===== config.mk =====
export PLATFORM = sky130hd
export DESIGN_NAME = vcxo_meas_scheduler
export DESIGN_NICKNAME = d
export VERILOG_FILES = /design/src/rtl/vcxo_meas_scheduler.sv
export SDC_FILE = /design/constraint.sdc
export NUM_CORES = 1
export LEC_CHECK = 0
export ABC_AREA = 1
export ABC_CLOCK_PERIOD_IN_PS = 4100
export CORE_MARGIN = 5
export CORE_UTILIZATION = 61
export DETAILED_ROUTE_END_ITERATION = 6
export GPL_TIMING_DRIVEN = 0
export PLACE_DENSITY_LB_ADDON = 0.1
export SLEW_MARGIN = 20
export SYNTH_ARGS = -nofsm -noshare
export SYNTH_HDL_FRONTEND = slang
export SYNTH_SLANG_ARGS = --single-unit

===== constraint.sdc =====
create_clock -name clk_in -period 4.1 [get_ports clk_in]
set_input_delay 0.41 -clock clk_in [delete_from_list [all_inputs] [get_ports clk_in]]
set_output_delay 0.41 -clock clk_in [all_outputs]
set_load 0.005 [all_outputs]

===== src/rtl/vcxo_meas_scheduler.sv =====
// Measurement sequencer for the gated VCXO frequency counter: clear/gate/stop/read over a
// level req/ack handshake, then error evaluation, clamped PWM update, lock and timeout tracking.
module vcxo_meas_scheduler #(
  parameter int unsigned GATE_CYCLES   = 1228800,
  parameter int unsigned NOMINAL_COUNT = 12288000,
  parameter int unsigned PWM_INIT      = 16000,
  parameter int unsigned PWM_MAX       = 32000,
  parameter int unsigned COARSE_TH     = 10,
  parameter int unsigned FINE_TH       = 1,
  parameter int unsigned LOCK_TH       = 1,
  parameter int unsigned LOCK_COUNT    = 4,
  parameter int unsigned ACK_TIMEOUT   = 65535
) (
  input  logic        clk_in,
  input  logic        rst_n_in,
  input  logic        enable_in,
  input  logic        tx_in,
  input  logic [15:0] correction_in,
  output logic        cnt_clr_out,
  output logic        cnt_run_out,
  input  logic        cnt_ack_in,
  input  logic [31:0] cnt_value_in,
  output logic [31:0] pwm_out,
  output logic [31:0] freq_error_out,
  output logic        meas_valid_out,
  output logic        locked_out,
  output logic        timeout_out
);

  localparam int LCW = $clog2(LOCK_COUNT + 1);

  localparam logic [31:0]        GATE_LAST = 32'(GATE_CYCLES - 1);
  localparam logic [31:0]        ACK_LIMIT = 32'(ACK_TIMEOUT);
  localparam logic [31:0]        NOMINAL_V = 32'(NOMINAL_COUNT);
  localparam logic [31:0]        PWM_INIT_V = 32'(PWM_INIT);
  localparam logic [31:0]        PWM_MAX_V = 32'(PWM_MAX);
  localparam logic signed [33:0] PWM_MAX_S = 34'(PWM_MAX);
  localparam logic [32:0]        COARSE_V = 33'(COARSE_TH);
  localparam logic [32:0]        FINE_V = 33'(FINE_TH);
  localparam logic [32:0]        LOCK_V = 33'(LOCK_TH);
  localparam logic [LCW-1:0]     LOCK_MAX = LCW'(LOCK_COUNT);

  typedef enum logic [2:0] {
    S_IDLE,
    S_CLEAR,
    S_CLR_REL,
    S_GATE,
    S_STOP,
    S_EVAL,
    S_UPDATE
  } state_e;

  state_e           state_q, state_d;
  logic [31:0]      wait_q, wait_d;
  logic [31:0]      cnt_val_q, cnt_val_d;
  logic [31:0]      err_q, err_d;
  logic             stable_q, stable_d;
  logic [31:0]      prev_err_q, prev_err_d;
  logic             prev_valid_q, prev_valid_d;
  logic [31:0]      pwm_q, pwm_d;
  logic [31:0]      freq_err_q, freq_err_d;
  logic             meas_valid_q, meas_valid_d;
  logic [LCW-1:0]   lock_cnt_q, lock_cnt_d;
  logic             locked_q, locked_d;
  logic             timeout_q, timeout_d;

  logic [31:0]        err_calc;
  logic [32:0]        err_mag;
  logic signed [33:0] pwm_ext, err_ext, pwm_calc;
  logic [LCW-1:0]     lock_inc;
  logic               ack_expired;

  assign err_calc    = cnt_val_q - NOMINAL_V + {{16{correction_in[15]}}, correction_in};
  assign err_mag     = err_q[31] ? (33'd0 - {1'b1, err_q}) : {1'b0, err_q};
  assign pwm_ext     = $signed({{2{pwm_q[31]}}, pwm_q});
  assign err_ext     = $signed({{2{err_q[31]}}, err_q});
  assign lock_inc    = (lock_cnt_q == LOCK_MAX) ? lock_cnt_q : lock_cnt_q + 1'b1;
  assign ack_expired = (wait_q == ACK_LIMIT);

  // NOTE: every signal driven here gets a default first, so no path can leave one
  // unassigned and infer a latch.
  always_comb begin
    state_d      = state_q;
    wait_d       = wait_q + 32'd1;
    cnt_val_d    = cnt_val_q;
    err_d        = err_q;
    stable_d     = stable_q;
    prev_err_d   = prev_err_q;
    prev_valid_d = prev_valid_q;
    pwm_d        = pwm_q;
    freq_err_d   = freq_err_q;
    meas_valid_d = 1'b0;
    lock_cnt_d   = lock_cnt_q;
    locked_d     = locked_q;
    timeout_d    = timeout_q;
    pwm_calc     = pwm_ext;

    if (tx_in) begin
      // Transmit freezes the loop outright; the next reading must re-qualify as stable.
      state_d      = S_IDLE;
      prev_valid_d = 1'b0;
    end else begin
      unique case (state_q)
        S_IDLE: if (enable_in) state_d = S_CLEAR;
        S_CLEAR: begin
          if (cnt_ack_in) state_d = S_CLR_REL;
          else if (ack_expired) begin
            timeout_d    = 1'b1;
            prev_valid_d = 1'b0;
            state_d      = S_IDLE;
          end
        end
        S_CLR_REL: begin
          if (!cnt_ack_in) state_d = S_GATE;
          else if (ack_expired) begin
            timeout_d    = 1'b1;
            prev_valid_d = 1'b0;
            state_d      = S_IDLE;
          end
        end
        S_GATE: if (wait_q == GATE_LAST) state_d = S_STOP;
        S_STOP: begin
          if (cnt_ack_in) begin
            cnt_val_d = cnt_value_in;
            state_d   = S_EVAL;
          end else if (ack_expired) begin
            timeout_d    = 1'b1;
            prev_valid_d = 1'b0;
            state_d      = S_IDLE;
          end
        end
        S_EVAL: begin
          err_d    = err_calc;
          stable_d = prev_valid_q && (err_calc == prev_err_q);
          state_d  = S_UPDATE;
        end
        S_UPDATE: begin
          if (stable_q) begin
            if (err_mag > COARSE_V) begin
              pwm_calc   = pwm_ext - (err_ext <<< 1);
              freq_err_d = err_q;
            end else if (err_mag > FINE_V) begin
              pwm_calc   = pwm_ext - err_ext;
              freq_err_d = err_q;
            end else begin
              freq_err_d = 32'd0;
            end
            if (pwm_calc < 34'sd1)          pwm_d = 32'd1;
            else if (pwm_calc > PWM_MAX_S)  pwm_d = PWM_MAX_V;
            else                            pwm_d = pwm_calc[31:0];
          end
          if (err_mag <= LOCK_V) begin
            lock_cnt_d = lock_inc;
            locked_d   = (lock_inc == LOCK_MAX);
          end else begin
            lock_cnt_d = '0;
            locked_d   = 1'b0;
          end
          prev_err_d   = err_q;
          prev_valid_d = 1'b1;
          meas_valid_d = 1'b1;
          state_d      = enable_in ? S_CLEAR : S_IDLE;
        end
        default: state_d = S_IDLE;
      endcase
    end

    if (state_d != state_q) wait_d = 32'd0;
  end

  // NOTE: state registers use non-blocking assignments so every flop samples the
  // pre-edge values regardless of statement order.
  always_ff @(posedge clk_in or negedge rst_n_in) begin
    if (!rst_n_in) begin
      state_q      <= S_IDLE;
      wait_q       <= 32'd0;
      cnt_val_q    <= 32'd0;
      err_q        <= 32'd0;
      stable_q     <= 1'b0;
      prev_err_q   <= 32'd0;
      prev_valid_q <= 1'b0;
      pwm_q        <= PWM_INIT_V;
      freq_err_q   <= 32'd0;
      meas_valid_q <= 1'b0;
      lock_cnt_q   <= '0;
      locked_q     <= 1'b0;
      timeout_q    <= 1'b0;
    end else begin
      state_q      <= state_d;
      wait_q       <= wait_d;
      cnt_val_q    <= cnt_val_d;
      err_q        <= err_d;
      stable_q     <= stable_d;
      prev_err_q   <= prev_err_d;
      prev_valid_q <= prev_valid_d;
      pwm_q        <= pwm_d;
      freq_err_q   <= freq_err_d;
      meas_valid_q <= meas_valid_d;
      lock_cnt_q   <= lock_cnt_d;
      locked_q     <= locked_d;
      timeout_q    <= timeout_d;
    end
  end

  assign cnt_clr_out    = (state_q == S_CLEAR);
  assign cnt_run_out    = (state_q == S_GATE);
  assign pwm_out        = pwm_q;
  assign freq_error_out = freq_err_q;
  assign meas_valid_out = meas_valid_q;
  assign locked_out     = locked_q;
  assign timeout_out    = timeout_q;

endmodule

==> out/metrics.yaml <==
route:
  drc: 2
  drt-total-wl_um: 56700
  detailedRoute.firstPassIterationCount: 7
  wl_met3_um: 3970
  wire_per_inst_um: 18.6
  route.met2.wl_um: 27300
  routed-via-count: 17896
  vias_per_cell: 5.88
  drt-initial-drc-count: 1640
  wirelength_met1_um: 21600
  routed_antenna_nets: 0
  dr.max_layer_used: "met4"
setup_path:
  worst_ep_arrival_time_ns: 4.39
  cp-end-kind: "flop"
  path_max_fanout: 10
  path_class: "flop to flop"
  setup.worst_path.start_class: "flop"
  critical_path_required_ns: 4.52
timing:
  tns_ns: 0
  finalCritPeriodShare: 0.968
  worst_slew_margin_rel: 0.467
  fmax_mhz: 252
  worst_clock_skew_ns: 0.0199
  worst_slew_pin_slew_ns: 0.800
  maxSlewViolCount: 0
  finalHoldViolations: 0
  setup_viol: 0
  min_period_ns: 3.97
synthesis:
  largest_area_contributor_in_the_netlist: "dfrtp_1"
  synthesis.instances: 2493
  synth_common_cells: "697 x nand2_1, 315 x inv_1, 281 x nor2_1"
  synthesis.yosys.warnings: 0
  area_fraction_of_the_dominant_cell_type_after_synthesis: 0.291
  post_synth.cell_area_avg_sq_um: 6.80
  synthDistinctLibCells: 53
  yosys_register_bits: 203
  mappedNetlistNets: 2677
  ys_top_cells_by_area: "dfrtp_1 29%, nand2_1 15%, ha_1 9.4%, inv_1 7.0%, nor2_1 6.2%"
  syn-cell-area_sq_mm: 0.0169
  post-synth-top-count-cell: "nand2_1"
  synth_seq_area_share: 0.300
  ys.flop_type: "dfrtp_1"
  synth-async-reset-ratio: 1.00
  synth_edf_count: 0
grt:
  grt_usage: 0.357
  via_count_of_the_first_global_routing_pass: 17637
  antenna_violations_before_repair: 0
  grt_start_max_net_pins: 89
  gr-total-overflow: 0
  first_pass_grt_wire_length_um: 89800
cts:
  cts.htree.levels: 1
  ctsLongestPathBuffers: 3
  clk_latency_ns: 0.54
  cts_tree: "yes"
  clkSinkCount: 203
  clockRootBuffer: "clkbuf_16"
  cts-buffers-inserted: 23
  path_clk_slew_ns: 0.07
pwr:
  power_per_cell_area_mw_per_mm2: 301
  max-vdd-ir-drop_mv: 0.356
  cellLeakagePower_nw: 9.72
die:
  io_pins: 122
  die-width_um: 177
  design.die.area_sq_mm: 0.0312
  coreArea_sq_mm: 0.0276
  initial_util: 0.613
  chipHeight_um: 177
  rows: 61
outcome:
  violated_checks: "DRC"
  outcome: "finished, violations left"
place:
  io_buffer_count: 121
  place_congestion: 1.01
  place_hpwl_um: 44700
final_layout:
  final_layout_size_suffix_gt1_frac: 0.0675
  filler_cell_count: 2235
  diodes: 0
  utilization: 0.712
  finalNetCount: 2835
  synthToLayoutAreaGrowth_pct: 16.0
run:
  drv.max_cap_violation_count: 0
worst_hold_path:
  worst_hold_path_type: "primary input to asynchronous set/reset pin"
## power breakdown
part | leakage (nW) | switching [mW] | internal [mW]
Clock | 0.368 | 0.864 | 1.24
Combinational | 6.82 | 1.09 | 0.569
Sequential | 2.53 | 0.0772 | 2.08
## layout make-up
cell class                      count  area, sq um  share of cell area
Timing Repair Buffer              133         1340              0.0683
Sequential cell                   203         5090               0.259
Clock inverter                     11          140             0.00713
Inverter                          324         1220              0.0620
Buffer                             56          308              0.0157
Tap cell                          378          473              0.0241
Multi-Input combinational cell   1910        10500               0.533
Clock buffer                       30          612              0.0311
## metal layers
layer,up-vias,GRT usage
met5,-,0
met4,0,0.204
met3,244,0.0476
met2,934,0.623
met1,8283,0.422
li1,8435,-
## worst max-delay path, stage by stage (launching register included)
cell,delay (ns)
dfrtp_2,0.46
inv_2,0.11
ha_2,0.22
nand3_2,0.14
o21ai_4,0.26
nand3_1,0.11
nand2_1,0.09
nand2_1,0.06
a21oi_1,0.19
nand2_2,0.12
nor2_8,0.20
nand3_4,0.13
nand2_4,0.12
buf_8,0.15
buf_6,0.16
nor2_1,0.06
a21oi_2,0.23
nand3_2,0.18
nor2_1,0.12
nand3_1,0.08
o21bai_1,0.21
nor2_2,0.11
buf_4,0.19
nand2_1,0.08
nand2_1,0.05
## worst paths after layout
kind	endpoint	cells after the start	slack, ns	startpoint
max	pwm_out[8]	24	0.13	err_q[0]
min	pwm_out[18]	2	0.36	rst_n_in
max reg2reg	pwm_out[8]	24	0.13	err_q[0]
min reg2reg	wait_q[0]	1	0.46	wait_q[0]
max in group asynchronous	err_q[0]	4	2.58	rst_n_in
min in group clk_in	cnt_val_q[22]	3	0.46	cnt_value_in[22]
## flip-flops by register name, indices dropped and copies added, names as in the netlist
register	cells
timeout_out	1
cnt_val_q	32
meas_valid_out	1
err_q	32
stable_q	1
state_q	3
freq_error_out	32
lock_cnt_q	3
pwm_out	32
locked_out	1
prev_err_q	32
wait_q	32
prev_valid_q	1
## cell usage in the layout (no fill, tap or decap), drive strengths merged, types with 10 or more instances in the layout
cell type / instances
o21bai: 11
clkdlybuf4s50: 119
buf: 34
clkinv: 10
clkbuf: 65
a21o: 13
nor3: 36
or2: 13
dfrtp: 197
nand4: 70
nand3: 107
nor4: 11
nor2: 295
ha: 128
xnor2: 28
nor3b: 11
a31oi: 10
mux2: 22
a21oi: 148
inv: 320
xor2: 78
nand2: 702
o21ai: 176
## repair_timing
item	4_1_cts	5_1_grt
pin swaps	2	9
hold buffers	1	0
resized for setup	8	40
cloned	0	0
setup buffers	3	6
endpoints found under the hold margin	46	0
endpoints found under the setup margin	16	16
## cell families (layout without fill, tap and decap cells)
logic type | count (synthesis) | count (layout) | synth area share
xor+xnor | 106 | 106 | 0.0548
simple gates | 1257 | 1257 | 0.316
compound gates | 394 | 394 | 0.128
flops | 203 | 203 | 0.300
fa+ha+maj | 131 | 131 | 0.0980
buf+inv | 380 | 554 | 0.0890
mux | 22 | 22 | 0.0146
## metrics by stage
stage               hold WS [ns]  total power [mW]  area, sq um  worst slack (ns)  instances
finish                     0.364              5.93        19700             0.132       3045
global route               0.419              6.21        19700           -0.0133       3045
CTS                        0.386              5.87        19500            0.0202       3039
detailed placement         0.350              3.76        18700            -0.577       2994
global placement           0.450              3.72        18600             -5.66       2992
floorplan                  0.114              3.27        16900             0.824       2493
No activity file was read; power rests on OpenSTA's default activity.
==> variant 1 (same settings) <==
Set the parameter `LOCK_COUNT` to 2 (it was 4).
--- a/src/rtl/vcxo_meas_scheduler.sv
+++ b/src/rtl/vcxo_meas_scheduler.sv
@@ -8,7 +8,7 @@
   parameter int unsigned COARSE_TH     = 10,
   parameter int unsigned FINE_TH       = 1,
   parameter int unsigned LOCK_TH       = 1,
-  parameter int unsigned LOCK_COUNT    = 4,
+  parameter int unsigned LOCK_COUNT    = 2,
   parameter int unsigned ACK_TIMEOUT   = 65535
 ) (
   input  logic        clk_in,
Behaviour: same outputs for any inputs over 10 cycles, from zero or initial values and one cycle with rst_n_in low; that may be too few to reach the edited logic, so the function may still have changed.
==> variant 1 against the unedited design <==
Combinational power up 4%. Synthesized area down 1.7%. Routed wire length fell by 5.4%. Worst setup slack better by 40 ps. Maximum frequency increased by 1.0%. Cell area fell by 0.87%. Hold slack lost 37 ps. Die area fell by 1.6%. Count of clock-buffer cells in the layout is the same. Sequential cell count decreased by 2. Total power grew 1.9%. Critical endpoint is now pwm_out[3]$_DFFE_PN0P_.
==> variant 1: results (changes against the unedited design) <==
Synth
  – Seq/Total Area, Yosys: 30.2% (was 30.0%)
  – Top cells by area, synth: dfrtp_1 29%, nand2_1 15%, ha_1 9.5%, inv_1 6.6%, nor2_1 5.9% (was dfrtp_1 29%, nand2_1 15%, ha_1 9.4%, inv_1 7.0%, nor2_1 6.2%)
  – Synth Warn #: 0 (unchanged)
  – Most common library cells after synthesis: 657 x nand2_1, 291 x inv_1, 263 x nor2_1, 195 x dfrtp_1, 173 x o21ai_0 (was 697 x nand2_1, 315 x inv_1, 281 x nor2_1, 197 x dfrtp_1, 165 x o21ai_0)
  – Post-synth EDFFs: 0 (unchanged)
  – Post-Syn Instances: 2435 (was 2493)
  – Syn_nets: 2618 (was 2677)
  – Synth unique cells: 49 (was 53)

Pwr
  – VDD IR max: 0.000376 V (was 0.000356 V)
  – Leak: 9.58 nW (was 9.72 nW)
  – Switching Fraction: 34.9% (was 34.3%)

Place
  – Placed insts: 2899 (was 2994)
  – RePlAce Congestion: 1.02 (was 1.01)
  – DP Area: 0.0184 mm² (was 0.0187 mm²)
  – IO Port Bufs: 121 (unchanged)
  – Post-DP HPWL: 42200 µm (was 44700 µm)

Cells and area
  – Layout net count: 2789 (was 2835)
  – Antenna diodes: 0 (unchanged)
  – Layout Cells excl Fill: 2965 (was 3045)
  – # fillers: 2196 (was 2235)
  – Share of cells above drive strength 1: 7.77% (was 6.75%)

Setup path
  – FF-to-FF Start: err_q[1]$_DFFE_PN0P_ (was err_q[0]$_DFFE_PN0P_)
  – CP Class: reg -> reg (unchanged)
  – Flop-to-flop setup slack: 170 ps (was 130 ps)
  – Crit-path max FO: 10 (unchanged)
  – Max stage delay on crit path: 410 ps (was 460 ps)
  – Critical Path AT: 4420 ps (was 4390 ps)
  – Slowest-stage cell, CP: dfrtp_1 (was dfrtp_2)
  – Worst r2r path cells: 30 (was 24)
  – Reg2reg end: pwm_out[3]$_DFFE_PN0P_ (was pwm_out[8]$_DFFE_PN0P_)

Run status
  – Status: complete, no violations (was finished with violations)

Detailed routing
  – Initial DRC count: 1440 (was 1640)
  – Vias/cell: 5.80 (was 5.88)
  – First-pass DRT Iterations: 6 (was 7)
  – Wire per inst: 18.1 µm (was 18.6 µm)

Global routing
  – Largest net degree at the start of global routing: 100 (was 89)
  – GRT Total Usage: 33.9% (was 35.7%)
  – First-pass GRT wire length: 85000 µm (was 89800 µm)
  – Vias in the first global route: 17200 (was 17600)

Clock network
  – Num CTS Buffers: 24 (was 23)
  – TritonCTS Sinks: 201 (was 203)
  – Clk_lat worst skew: 550 ps
  – Clk buf depth: 3 (unchanged)
  – Root buffer cell: clkbuf_16 (unchanged)

Timing
  – Skew final: 7.95 ps (was 19.9 ps)
  – Worst Max-Slew Pin Slew: 727 ps (was 800 ps)
  – Final hold slack: 328 ps (was 364 ps)

Worst hold path
  – HP Class: in -> async (unchanged)
[variant 1: per-layer routing]
metal | vias up | share of wire [%] | global-route usage, %
li1 | 8285 | - | -
met1 | 8037 | 39 | 39.9
met2 | 703 | 50 | 60.9
met3 | 177 | 6.2 | 4.30
met4 | 0 | 5.2 | 16.7
met5 | - | 0 | 0
[variant 1: area by class of cell]
cell class              instances  area [µm²]  area share [%]
multi-input cells            1876       10300            53.0
clock buffers                  30         643            3.30
plain buffers                  50         254            1.30
flip-flops and latches        201        5040            25.9
well taps                     341         427            2.19
clock inverters                14         161           0.828
repair buffers                145        1450            7.46
inverters                     308        1170            6.02
[variant 1: logic make-up (layout without fill, tap and decap cells)]
kind of cell    after synthesis  in the layout  share of synthesized area, %
compound gates              401            401                          13.1
xor+xnor                    111            111                          6.00
fa+ha+maj                   130            130                          9.89
buf+inv                     358            547                          8.46
flops                       201            201                          30.2
mux                          22             22                          1.49
simple gates               1212           1212                          30.8
[variant 1: worst register-to-register path, delay by kind of cell, from the launching register on]
kind	cells	cell delay, ps
fa+ha+maj	1	260
buf+inv	5	700
flops	1	410
simple gates	24	2480
[variant 1: repair_timing]
action / 4_1_cts / 5_1_grt
hold buffers: 1 / 0
pin swaps: 0 / 8
resized for setup: 4 / 42
endpoints found under the hold margin: 35 / 0
endpoints found under the setup margin: 15 / 16
buffers inserted: 0 / 21
[variant 1: worst max path at each step]
stage | start | end | slack [ps] | cells past startpoint
floorplan | pwm_out[1]$_DFFE_PN0P_ | pwm_out[14]$_DFFE_PN0P_ | 940 | 26
global placement | rst_n_in | freq_error_out[26]$_DFFE_PN0P_ | -5580 | 1
detailed placement | correction_in[15] | stable_q$_DFFE_PN0P_ | -400 | 17
CTS | err_q[1]$_DFFE_PN0P_ | pwm_out[0]$_DFFE_PN0P_ | 20 | 27
global route | err_q[1]$_DFFE_PN0P_ | pwm_out[14]$_DFFE_PN0P_ | -30 | 30
finish | err_q[1]$_DFFE_PN0P_ | pwm_out[3]$_DFFE_PN0P_ | 170 | 30
[variant 1: through the flow]
stage,utilization [%],setup WS (ps)
final,72.3,172
after global routing,72.3,-30.4
after CTS,71.2,17.5
after detailed placement,68.1,-397
after global placement,67.9,-5580
after floorplan,-,945
[variant 1: power groups by stage]
stage	Sequential (mW)	Clock [mW]	Combinational (mW)
finish	2.15	2.17	1.72
global route	2.16	2.28	1.91
CTS	2.14	2.19	1.64
detailed placement	2.18	0	1.62
global placement	2.17	0	1.58
floorplan	2.15	0	1.16
==> variant 2 (same flow settings) <==
Without the edit above. Make the reset (`rst_n_in`) synchronous in one clocked block.
--- a/src/rtl/vcxo_meas_scheduler.sv
+++ b/src/rtl/vcxo_meas_scheduler.sv
@@ -170,7 +170,7 @@
 
   // NOTE: state registers use non-blocking assignments so every flop samples the
   // pre-edge values regardless of statement order.
-  always_ff @(posedge clk_in or negedge rst_n_in) begin
+  always_ff @(posedge clk_in) begin
     if (!rst_n_in) begin
       state_q      <= S_IDLE;
       wait_q       <= 32'd0;
Formal check against the unedited RTL: differs if rst_n_in is asserted again (counterexample within 4 cycles, from zero or initial values and one cycle with rst_n_in low); with rst_n_in held inactive, the same outputs for 10 cycles.
==> variant 2 against the unedited design <==
Core utilization up 0.80 points. Cell count up 3.0%. Cell area down 2.5%. Sequential cell count unchanged. Routed wire length up 4.0%. Synthesized area down 3.6%. Worst setup slack better by 70 ps. Critical endpoint is now pwm_out[4]$_SDFFE_PN0P_.
Power is not compared: it rests on default switching activity, and its combinational part moved more than twofold at a synthesized area within 25%.
==> variant 2: results (changes against the unedited design) <==
Detailed routing
  – Met2 routed wirelength: 24900 µm (was 27300 µm)
  – Initial DRC count: 2027 (was 1640)
  – WL met3: 6670 µm (was 3970 µm)
  – Wire per inst: 18.8 µm (was 18.6 µm)
  – Vias/cell: 5.99 (was 5.88)

Place
  – RePlAce Congestion: 1.03 (was 1.01)
  – DP Worst Slack: -321 ps (was -577 ps)
  – Post-DP HPWL: 44800 µm (was 44700 µm)

Timing
  – Post-route minimum period: 3900 ps (was 3970 ps)
  – Skew final: 19.5 ps (was 19.9 ps)
  – Final hold slack: 454 ps (was 364 ps)

Floorplan
  – Core area: 0.0267 mm² (was 0.0276 mm²)

Global routing
  – Met1 Resource Use GR: 51.0% (was 42.2%)
  – Met3 Usage GRT: 5.43% (was 4.76%)
  – First-pass GRT wire length: 90800 µm (was 89800 µm)
  – Vias in the first global route: 17100 (was 17600)

Cells and area
  – Signal inverters: 278 (was 324)
  – Non-clock buffers, area share: 9.33% (was 8.40%)
  – FF/Latch Area: 0.00408 mm² (was 0.00509 mm²)
  – CLK BUF: 34 (was 30)
  – Layout net count: 2962 (was 2835)
  – Multi-input gate count: 2043 (was 1910)
  – Final clock-cell share: 4.40% (was 3.82%)

Run status
  – Status: complete, no violations (was finished with violations)

Setup path
  – Flop-to-flop setup slack: 200 ps (was 130 ps)
  – Worst r2r path cells: 27 (was 24)
  – Max stage delay on crit path: 520 ps (was 460 ps)
  – Slowest-stage cell, CP: dfxtp_1 (was dfrtp_2)
  – Critical Path AT: 4360 ps (was 4390 ps)

Synth
  – Synth unique cells: 52 (was 53)
  – Seq/Total Area, Yosys: 24.9% (was 30.0%)
  – Most common library cells after synthesis: 629 x nand2_1, 317 x nor2_1, 271 x inv_1, 257 x a21oi_1, 203 x dfxtp_1 (was 697 x nand2_1, 315 x inv_1, 281 x nor2_1, 197 x dfrtp_1, 165 x o21ai_0)
  – Top_reg_cell synth: dfxtp_1 (was dfrtp_1)
variant 2: changes by cell type after synthesis, moves of 44 or more:
| cell | before | now |
|---|---|---|
| dfxtp_1 | 0 | 203 |
| inv_1 | 315 | 271 |
| a21oi_1 | 144 | 257 |
| dfrtp_1 | 197 | 0 |
| nand2_1 | 697 | 629 |
| nand3_1 | 102 | 184 |
variant 2: cells by family (layout without fill, tap and decap cells):
family	Yosys count	after routing	synth area share (%)
AND/OR/NAND/NOR	1293	1293	33.7
flip-flops	203	203	24.9
XOR/XNOR	111	111	6.04
AO/OA/AOI/OAI	508	508	16.6
adder cells (fa/ha/maj)	131	131	10.2
buffers and inverters	357	549	8.60
variant 2: repair_timing:
action,4_1_cts,5_1_grt
hold buffers,0,0
gates cloned,0,0
setup buffers,4,24
endpoints found under the hold margin,0,0
setup endpoints to repair,14,17
pin swaps,0,1
gates resized for setup,4,46
variant 2: power breakdown:
group,switching (mW),internal [mW]
Clock,0.896,1.40
Sequential,0.00220,1.98
Combinational,0.197,0.134
